## src/rtl/rr_arbiter_16.sv

```systemverilog
// rr_arbiter_16: 16-way round-robin arbiter with a bounded hold time per owner
module rr_arbiter_16 #(
  parameter int MAX_HOLD = 8
) (
  input  logic        clk,
  input  logic        rst,
  input  logic [15:0] req,
  output logic [15:0] gnt,
  output logic [3:0]  gnt_idx,
  output logic        gnt_vld
);
  typedef enum logic {IDLE, BUSY} state_t;
  state_t state, state_n;
  logic [3:0] ptr, ptr_n, nxt;
  logic [7:0] hold_cnt, hold_n;
  logic [15:0] gnt_n;
  logic [3:0] gnt_idx_n;
  logic gnt_vld_n, found, others, sat, keep;
  always_ff @(posedge clk) begin
    if (rst) begin
      state    <= IDLE;
      ptr      <= 4'd15;
      hold_cnt <= '0;
      gnt      <= '0;
      gnt_idx  <= '0;
      gnt_vld  <= 1'b0;
    end else begin
      state    <= state_n;
      ptr      <= ptr_n;
      hold_cnt <= hold_n;
      gnt      <= gnt_n;
      gnt_idx  <= gnt_idx_n;
      gnt_vld  <= gnt_vld_n;
    end
  end
  // ptr is the owner while BUSY, so one circular search from ptr+1 serves grant, hand-off and preemption alike
  always_comb begin
    nxt    = ptr;
    found  = 1'b0;
    for (int i = 1; i <= 16; i++) begin
      if (!found && req[ptr + 4'(i)]) begin
        found = 1'b1;
        nxt   = ptr + 4'(i);
      end
    end
    others  = |(req & ~(16'd1 << ptr));
    sat     = hold_cnt >= 8'(MAX_HOLD - 1);
    keep    = (state == BUSY) && req[ptr] && (!sat || !others);
    state_n = found ? BUSY : IDLE;
    ptr_n   = (keep || !found) ? ptr : nxt;
    hold_n  = keep ? (sat ? hold_cnt : hold_cnt + 8'd1) : 8'd0;
  end
  always_comb begin
    gnt_vld_n = state_n == BUSY;
    gnt_idx_n = gnt_vld_n ? ptr_n : 4'd0;
    gnt_n     = gnt_vld_n ? 16'd1 << ptr_n : 16'd0;
  end
endmodule

```

## config.mk

```make
export PLATFORM = sky130hd
export DESIGN_NAME = rr_arbiter_16
export DESIGN_NICKNAME = d
export VERILOG_FILES = /design/src/rtl/rr_arbiter_16.sv
export SDC_FILE = /design/constraint.sdc
export NUM_CORES = 1
export LEC_CHECK = 0
export CELL_PAD_IN_SITES_DETAIL_PLACEMENT = 0
export CELL_PAD_IN_SITES_GLOBAL_PLACEMENT = 1
export CORE_ASPECT_RATIO = 0.9
export CORE_MARGIN = 5
export CORE_UTILIZATION = 56
export CTS_BUF_LIST = sky130_fd_sc_hd__clkbuf_4 sky130_fd_sc_hd__clkbuf_8
export DETAILED_ROUTE_END_ITERATION = 6
export DONT_BUFFER_PORTS = 1
export GPL_TIMING_DRIVEN = 0
export HOLD_SLACK_MARGIN = 0.03
export PLACE_DENSITY = 0.95
export SLEW_MARGIN = 10
export SYNTH_ARGS = -nofsm -noshare
export SYNTH_HDL_FRONTEND = slang
export SYNTH_SLANG_ARGS = --single-unit
```

## constraint.sdc

```tcl
create_clock -name clk -period 15.4 [get_ports clk]
set_clock_uncertainty 0.05 [all_clocks]
set_input_delay 1.54 -clock clk [delete_from_list [all_inputs] [get_ports clk]]
set_output_delay 1.54 -clock clk [all_outputs]
set_load 0.01 [all_outputs]
```

==> out/metrics.cfg, run 1 <==
[status]
outcome=complete, no violations

[final_layout]
fillers=571
multi_input_area_sq_um=2940
area_growth_pct=6.116
antenna_cells=0
drive_gt1_frac=0.1952
regArea_sq_um=660.6
fin_nets=447

[floorplan]
floorplan.core_area_sq_um=6586
die_h_um=88.20
start_util=0.5777
io_pins=39
die_area_sq_um=8545
die_width_um=96.89
rows=28

[synth]
seq_area_frac_synth=0.1736
syn_nets=440
syn_avg_cell_area_sq_um=9.349
ys_types=74
synth_area_sq_um=3805
synth-edff-count=0
yosys_register_bits=33
synth_async_sr_flop_share=0
yosysWarnings=0
synthCells=407
ys.flop_type=dfxtp_1

[clocking]
insertion_delay_ns=0.28
post_cts.repair.setup_buffers=0
cts_tree=built
cts.sinks=33
clk_pin_slew_worst_paths_ns=0.07
cts_buffers=5
cts_root_buf=clkbuf_8
htree_levels=2
cts_resized=0
cts_hold_buffers=0
clockBufferDepth=2

[timing]
min_period_over_period=0.4478
slew_headroom=0.1888
clock.fmax_mhz=145.0
hold_violations=0
setup-tns-final_ns=0
worst_pin_slew_ns=1.200
setup_viol=0
rsz0062_at_grt=false
finalMaxSlewViolations=0
fin_crit_ns=6.895

[global_routing]
grtUsageTotal=0.2654
antenna_found_initial=0
grt_pass1_wl_um=18160
grt-ovfl-total=0
grt_pass1_vias=3486
grt_max_degree=15

[placement]
dp_hpwl_um=8500
io_buffers=0
gp_congestion=0.9591

[job]
maxCapViolCount=0

[min_path]
hold_path.class=flip-flop to flip-flop

[routing]
drcViolationCount=0
viasPerCell=7.133
wl_um=11320
drt_iter0_drc=409
ant_nets=0
wl_per_cell_um=22.41
drt_first_pass_iters=5
vias=3602

[setup_path]
crit_slowest_cell=nor4_1
path_class=flip-flop to flip-flop
cp_data_required_time_ns=15.55
cp_data_arrival_time_ns=7.04
crit_top_cell=buf_2
path_cells=buf_6 > buf_8 > clkbuf_1 > clkinv_1 > ha_1 > buf_2 > buf_2 > clkbuf_1 > mux4_2 > mux2i_1 > mux2i_1 > nor4_1 > nand4_1 > a311oi_1 > a221oi_1 > o21ai_1 > buf_2 > nor4b_2
slowest_delay_ns=0.77
critPathMaxFanout=14
endpoint_kind=flip-flop
startpoint_type=flip-flop

-- layout by cell type (no fill, tap or decap), drive strengths merged, types with 11 or more instances in the layout --
| cell | netlist | layout |
|---|---|---|
| ha | 15 | 15 |
| nor3 | 13 | 13 |
| mux4 | 27 | 27 |
| inv | 12 | 12 |
| a21oi | 21 | 21 |
| o21ai | 13 | 13 |
| nand2 | 21 | 21 |
| nor2 | 30 | 30 |
| mux2 | 22 | 22 |
| clkbuf | 8 | 15 |
| buf | 17 | 17 |
| mux2i | 25 | 25 |
| dfxtp | 33 | 33 |
| and2 | 11 | 11 |
-- kinds of logic (layout without fill, tap and decap cells) --
kind of cell / after synthesis / after routing / share of synthesized area
simple gates: 145 / 145 / 0.2289
compound gates: 91 / 91 / 0.1703
mux: 74 / 74 / 0.3012
buf+inv: 39 / 47 / 0.05360
flops: 33 / 33 / 0.1736
fa+ha+maj: 15 / 15 / 0.04933
xor+xnor: 10 / 10 / 0.02302
-- state kept, by name, indices dropped and copies added, names as in the netlist --
name / cells
hold_cnt: 8
state: 1
gnt_idx: 4
gnt: 16
ptr: 4
-- path summary, 6_finish.rpt --
kind	slack [ns]	to	start	depth (start not counted)
max reg2reg	8.50	gnt[9]	ptr[1]	18
max	8.50	gnt[9]	ptr[1]	18
min reg2reg	0.41	hold_cnt[5]	hold_cnt[5]	1
min	0.41	hold_cnt[5]	hold_cnt[5]	1
-- through the flow --
step                      instance area (sq um)  utilization  hold slack, ns  cells  setup WS (ns)
after floorplan                            3805            -          0.3802    407          10.51
after global placement                     3918       0.5948          0.3940    497          8.861
after detailed placement                   3918       0.5948          0.4005    497          8.785
after CTS                                  4038       0.6130          0.4201    505          8.754
after global routing                       4038       0.6130          0.4370    505          7.994
final                                      4038       0.6130          0.4113    505          8.505
-- synth_stat cells (all sizes together), types with 6 or more instances --
cell type	count	area [sq um]
dfxtp	33	660.6
nor2	30	112.6
mux4	27	608.1
mux2i	25	275.3
mux2	22	262.8
a21oi	21	105.1
nand2	21	78.83
buf	17	120.1
ha	15	187.7
nor3	13	65.06
o21ai	13	65.06
inv	12	45.05
and2	11	68.82
nor4	9	68.81
clkbuf	8	30.03
nor4b	8	95.09
nand3	7	35.03
a2111oi	6	52.55
nand2b	6	37.54
nor2b	6	37.54
o211ai	6	45.04
xnor2	6	52.55
-- routing by layer --
layer | vias up | part of all wire | global-route usage
met1 | 1683 | 0.39 | 0.3355
met2 | 268 | 0.43 | 0.4192
met4 | 0 | 0.037 | 0.1122
li1 | 1605 | - | -
met3 | 46 | 0.14 | 0.08997
met5 | - | 0 | 0
-- area by class of cell --
type,instances,area share
Buffer,25,0.03719
Clock buffer,7,0.02231
Clock inverter,1,0.007437
Inverter,14,0.01333
Multi-Input combinational cell,335,0.7282
Sequential cell,33,0.1636
Tap cell,90,0.02789
-- critical path, delay by kind of cell (launching register included) --
family | cells | cell delay [ns]
adders and majority gates | 1 | 0.51
muxes | 3 | 0.83
buffers and inverters | 8 | 2.81
AOI/OAI and AO/OA | 3 | 0.82
DFF | 1 | 0.44
and+or+nand+nor | 3 | 1.34
Power of run 1 is not shown: default switching activity piles up to over one toggle a cycle in this logic, so the estimate is an artifact.
==> run 2, diff against run 1 <==
Settings changed: CORE_UTILIZATION 56 to 47, PLACE_DENSITY 0.95 to 0.9.
Clock period 15.4 ns to 5.9 ns, I/O delays scaled along.
==> run 2 against run 1 <==
Register-to-register slack lost 8.1 ns. Final cell count grew 1.6%. Non-clock buffer count shrank 1. Utilization shrank 10 points. Worst hold slack lost 0.049 ns. Maximum frequency grew 26%. Largest cell class unchanged.
==> out/metrics.cfg, run 2 (same netlist as run 1, synthesis figures left out) <==
[status]
outcome=complete, no violations  ; unchanged

[clocking]
cts_root_buf=clkbuf_8  ; unchanged
post_cts.repair.setup_buffers=0  ; unchanged
htree_levels=2  ; unchanged
clk_pin_slew_worst_paths_ns=0.06  ; was 0.07 ns
insertion_delay_ns=0.28  ; about the same
cts.sinks=33  ; unchanged
cts_tree=built  ; unchanged
cts_buffers=5  ; unchanged
clockBufferDepth=2  ; unchanged

[final_layout]
fin_area_sq_um=4075  ; was 4038 sq um
area_growth_pct=7.103  ; was 6.116%
drive_gt1_frac=0.2077  ; was 0.1952
fin_nets=446  ; was 447
reg_top3=gnt: 16 flops, hold_cnt: 8 flops  ; unchanged
final_cell_mix=33 x dfxtp_1, 30 x nor2_1, 27 x mux4_2, 23 x mux2i_1  ; unchanged
top_register=gnt  ; unchanged
final_common_cell=dfxtp_1  ; unchanged
post-route-util=0.5100  ; was 0.6130
fillers=735  ; was 571
antenna_cells=0  ; unchanged
largest_reg_flops=16  ; unchanged
stdcell_count=513  ; was 505

[routing]
ant_nets=0  ; unchanged
drt_iter0_drc=388  ; was 409
vias=3616  ; was 3,602
drt_first_pass_iters=6  ; was 5
wl_um=11370  ; was 11,320 um
drcViolationCount=0  ; unchanged
wl_per_cell_um=22.16  ; was 22.41 um
viasPerCell=7.049  ; was 7.133

[timing]
hold_violations=0  ; unchanged
fin_crit_ns=5.489  ; was 6.895 ns
setup-tns-final_ns=0  ; unchanged
min_period_over_period=0.9303  ; was 0.4478
slew_headroom=0.2877  ; was 0.1888
clock.fmax_mhz=182.2  ; was 145.0 MHz
setup_viol=0  ; unchanged
finalMaxSlewViolations=0  ; unchanged
worst_pin_slew_ns=1.059  ; was 1.200 ns

[placement]
postPlaceCellArea_sq_um=3929  ; was 3918 sq um
gp_congestion=0.9834  ; was 0.9591
dp_cells=506  ; was 497
dp_hpwl_um=8596  ; was 8500 um
io_buffers=0  ; unchanged

[floorplan]
io_pins=39  ; unchanged
floorplan.core_area_sq_um=7990  ; was 6586 sq um
die_h_um=95.36  ; was 88.20 um
start_util=0.4762  ; was 0.5777
rows=31  ; was 28
die_area_sq_um=9998  ; was 8545 sq um
die_width_um=104.8  ; was 96.89 um

[setup_path]
endpoint_kind=flip-flop  ; unchanged
startpoint_type=flip-flop  ; unchanged
slowest_delay_ns=0.78  ; was 0.77 ns
path_class=flip-flop to flip-flop  ; unchanged
cp_data_arrival_time_ns=5.63  ; was 7.04 ns
critPathMaxFanout=19  ; was 14
crit_top_cell=buf_2  ; unchanged
path_cells=buf_6 > buf_8 > clkinv_2 > ha_1 > buf_2 > buf_2 > nor2b_1 > a2111oi_0 > nor4_2 > nor3_1 > nand3_1 > o311ai_0 > nand3_1 > o21ai_1 > buf_2 > nor4b_2  ; was buf_6 > buf_8 > clkbuf_1 > clkinv_1 > ha_1 > buf_2 > buf_2 > clkbuf_1 > mux4_2 > mux2i_1 > mux2i_1 > nor4_1 > nand4_1 > a311oi_1 > a221oi_1 > o21ai_1 > buf_2 > nor4b_2
crit_slowest_cell=a2111oi_0  ; was nor4_1
timing.critical_path.buf_inv=6  ; was 8
critical-path-top-delay-family=compound AO/OA/AOI/OAI gates  ; was buffers and inverters
cp_data_required_time_ns=6.04  ; was 15.55 ns

[job]
maxCapViolCount=0  ; unchanged

[global_routing]
grtUsageTotal=0.2278  ; was 0.2654
antenna_found_initial=0  ; unchanged
grt_pass1_wl_um=18500  ; was 18,160 um
grt_max_degree=20  ; was 15
grt-ovfl-total=0  ; unchanged
grt_pass1_vias=3428  ; was 3,486

[min_path]
hold_path.class=input port to flip-flop  ; was flip-flop to flip-flop

run 2: cell count changes in the layout (fill, tap and decap cells not counted):
| cell | previous run | this run |
|---|---|---|
| nor4_2 | 2 | 3 |
| nor4b_2 | 4 | 5 |
| clkbuf_2 | 0 | 1 |
| clkinv_1 | 1 | 0 |
| nor4_1 | 7 | 5 |
| nor4b_1 | 4 | 3 |
| clkbuf_1 | 8 | 6 |
| nor4_4 | 0 | 1 |
| clkinv_2 | 1 | 2 |
run 2: area by class of cell:
type	count	area, sq um	share of cell area
clock buffers	7	90.09	0.02211
clock inverters	1	30.03	0.007369
plain buffers	24	147.6	0.03623
inverters	14	55.05	0.01351
well taps	99	123.9	0.03040
multi-input cells	335	2968	0.7283
flip-flops and latches	33	660.6	0.1621
run 2: timing repair:
| item | CTS | global route |
|---|---|---|
| cloned | 0 | 0 |
| hold buffers | 0 | 0 |
| setup endpoints to repair | 24 | 15 |
| gates resized for setup | 2 | 4 |
run 2: stage by stage:
step	setup slack (ns)	hold slack (ns)
5_1_grt	-0.08784	0.3523
3_3_place_gp	-0.5945	0.3946
4_1_cts	0.3052	0.3551
2_1_floorplan	1.007	0.3802
6_report	0.4111	0.3624
3_5_place_dp	-0.7952	0.3950
run 2: path summary, 6_finish.rpt:
check | start | end | slack (ns) | depth (start not counted)
worst max-delay path | ptr[1] | gnt[9] | 0.41 | 16
worst min register to register | hold_cnt[5] | hold_cnt[5] | 0.41 | 1
worst max register to register | ptr[1] | gnt[9] | 0.41 | 16
worst min-delay path | rst | ptr[3] | 0.36 | 1
run 2: worst register-to-register path: cells and delay by family (launching register included):
kind	cells	cell delay (ns)
compound gates	3	1.73
fa+ha+maj	1	0.40
buf+inv	6	1.49
flops	1	0.45
simple gates	6	1.27
run 2: routing by layer:
metal / global-route usage / vias to the layer above / part of all wire
met5: 0 / - / 0
met4: 0.08094 / 0 / 0.028
met3: 0.05146 / 36 / 0.10
met2: 0.3616 / 244 / 0.45
met1: 0.3061 / 1722 / 0.42
li1: - / 1614 / -
Power of run 2 is left out for the same reason.
==> run 3, diff against run 2 <==
Settings changed: CTS_CLUSTER_DIAMETER set to 60.
==> results of run 3 <==
Final layout, timing and power as in run 2 (identical DEF).
Power of run 3 is left out for the same reason.
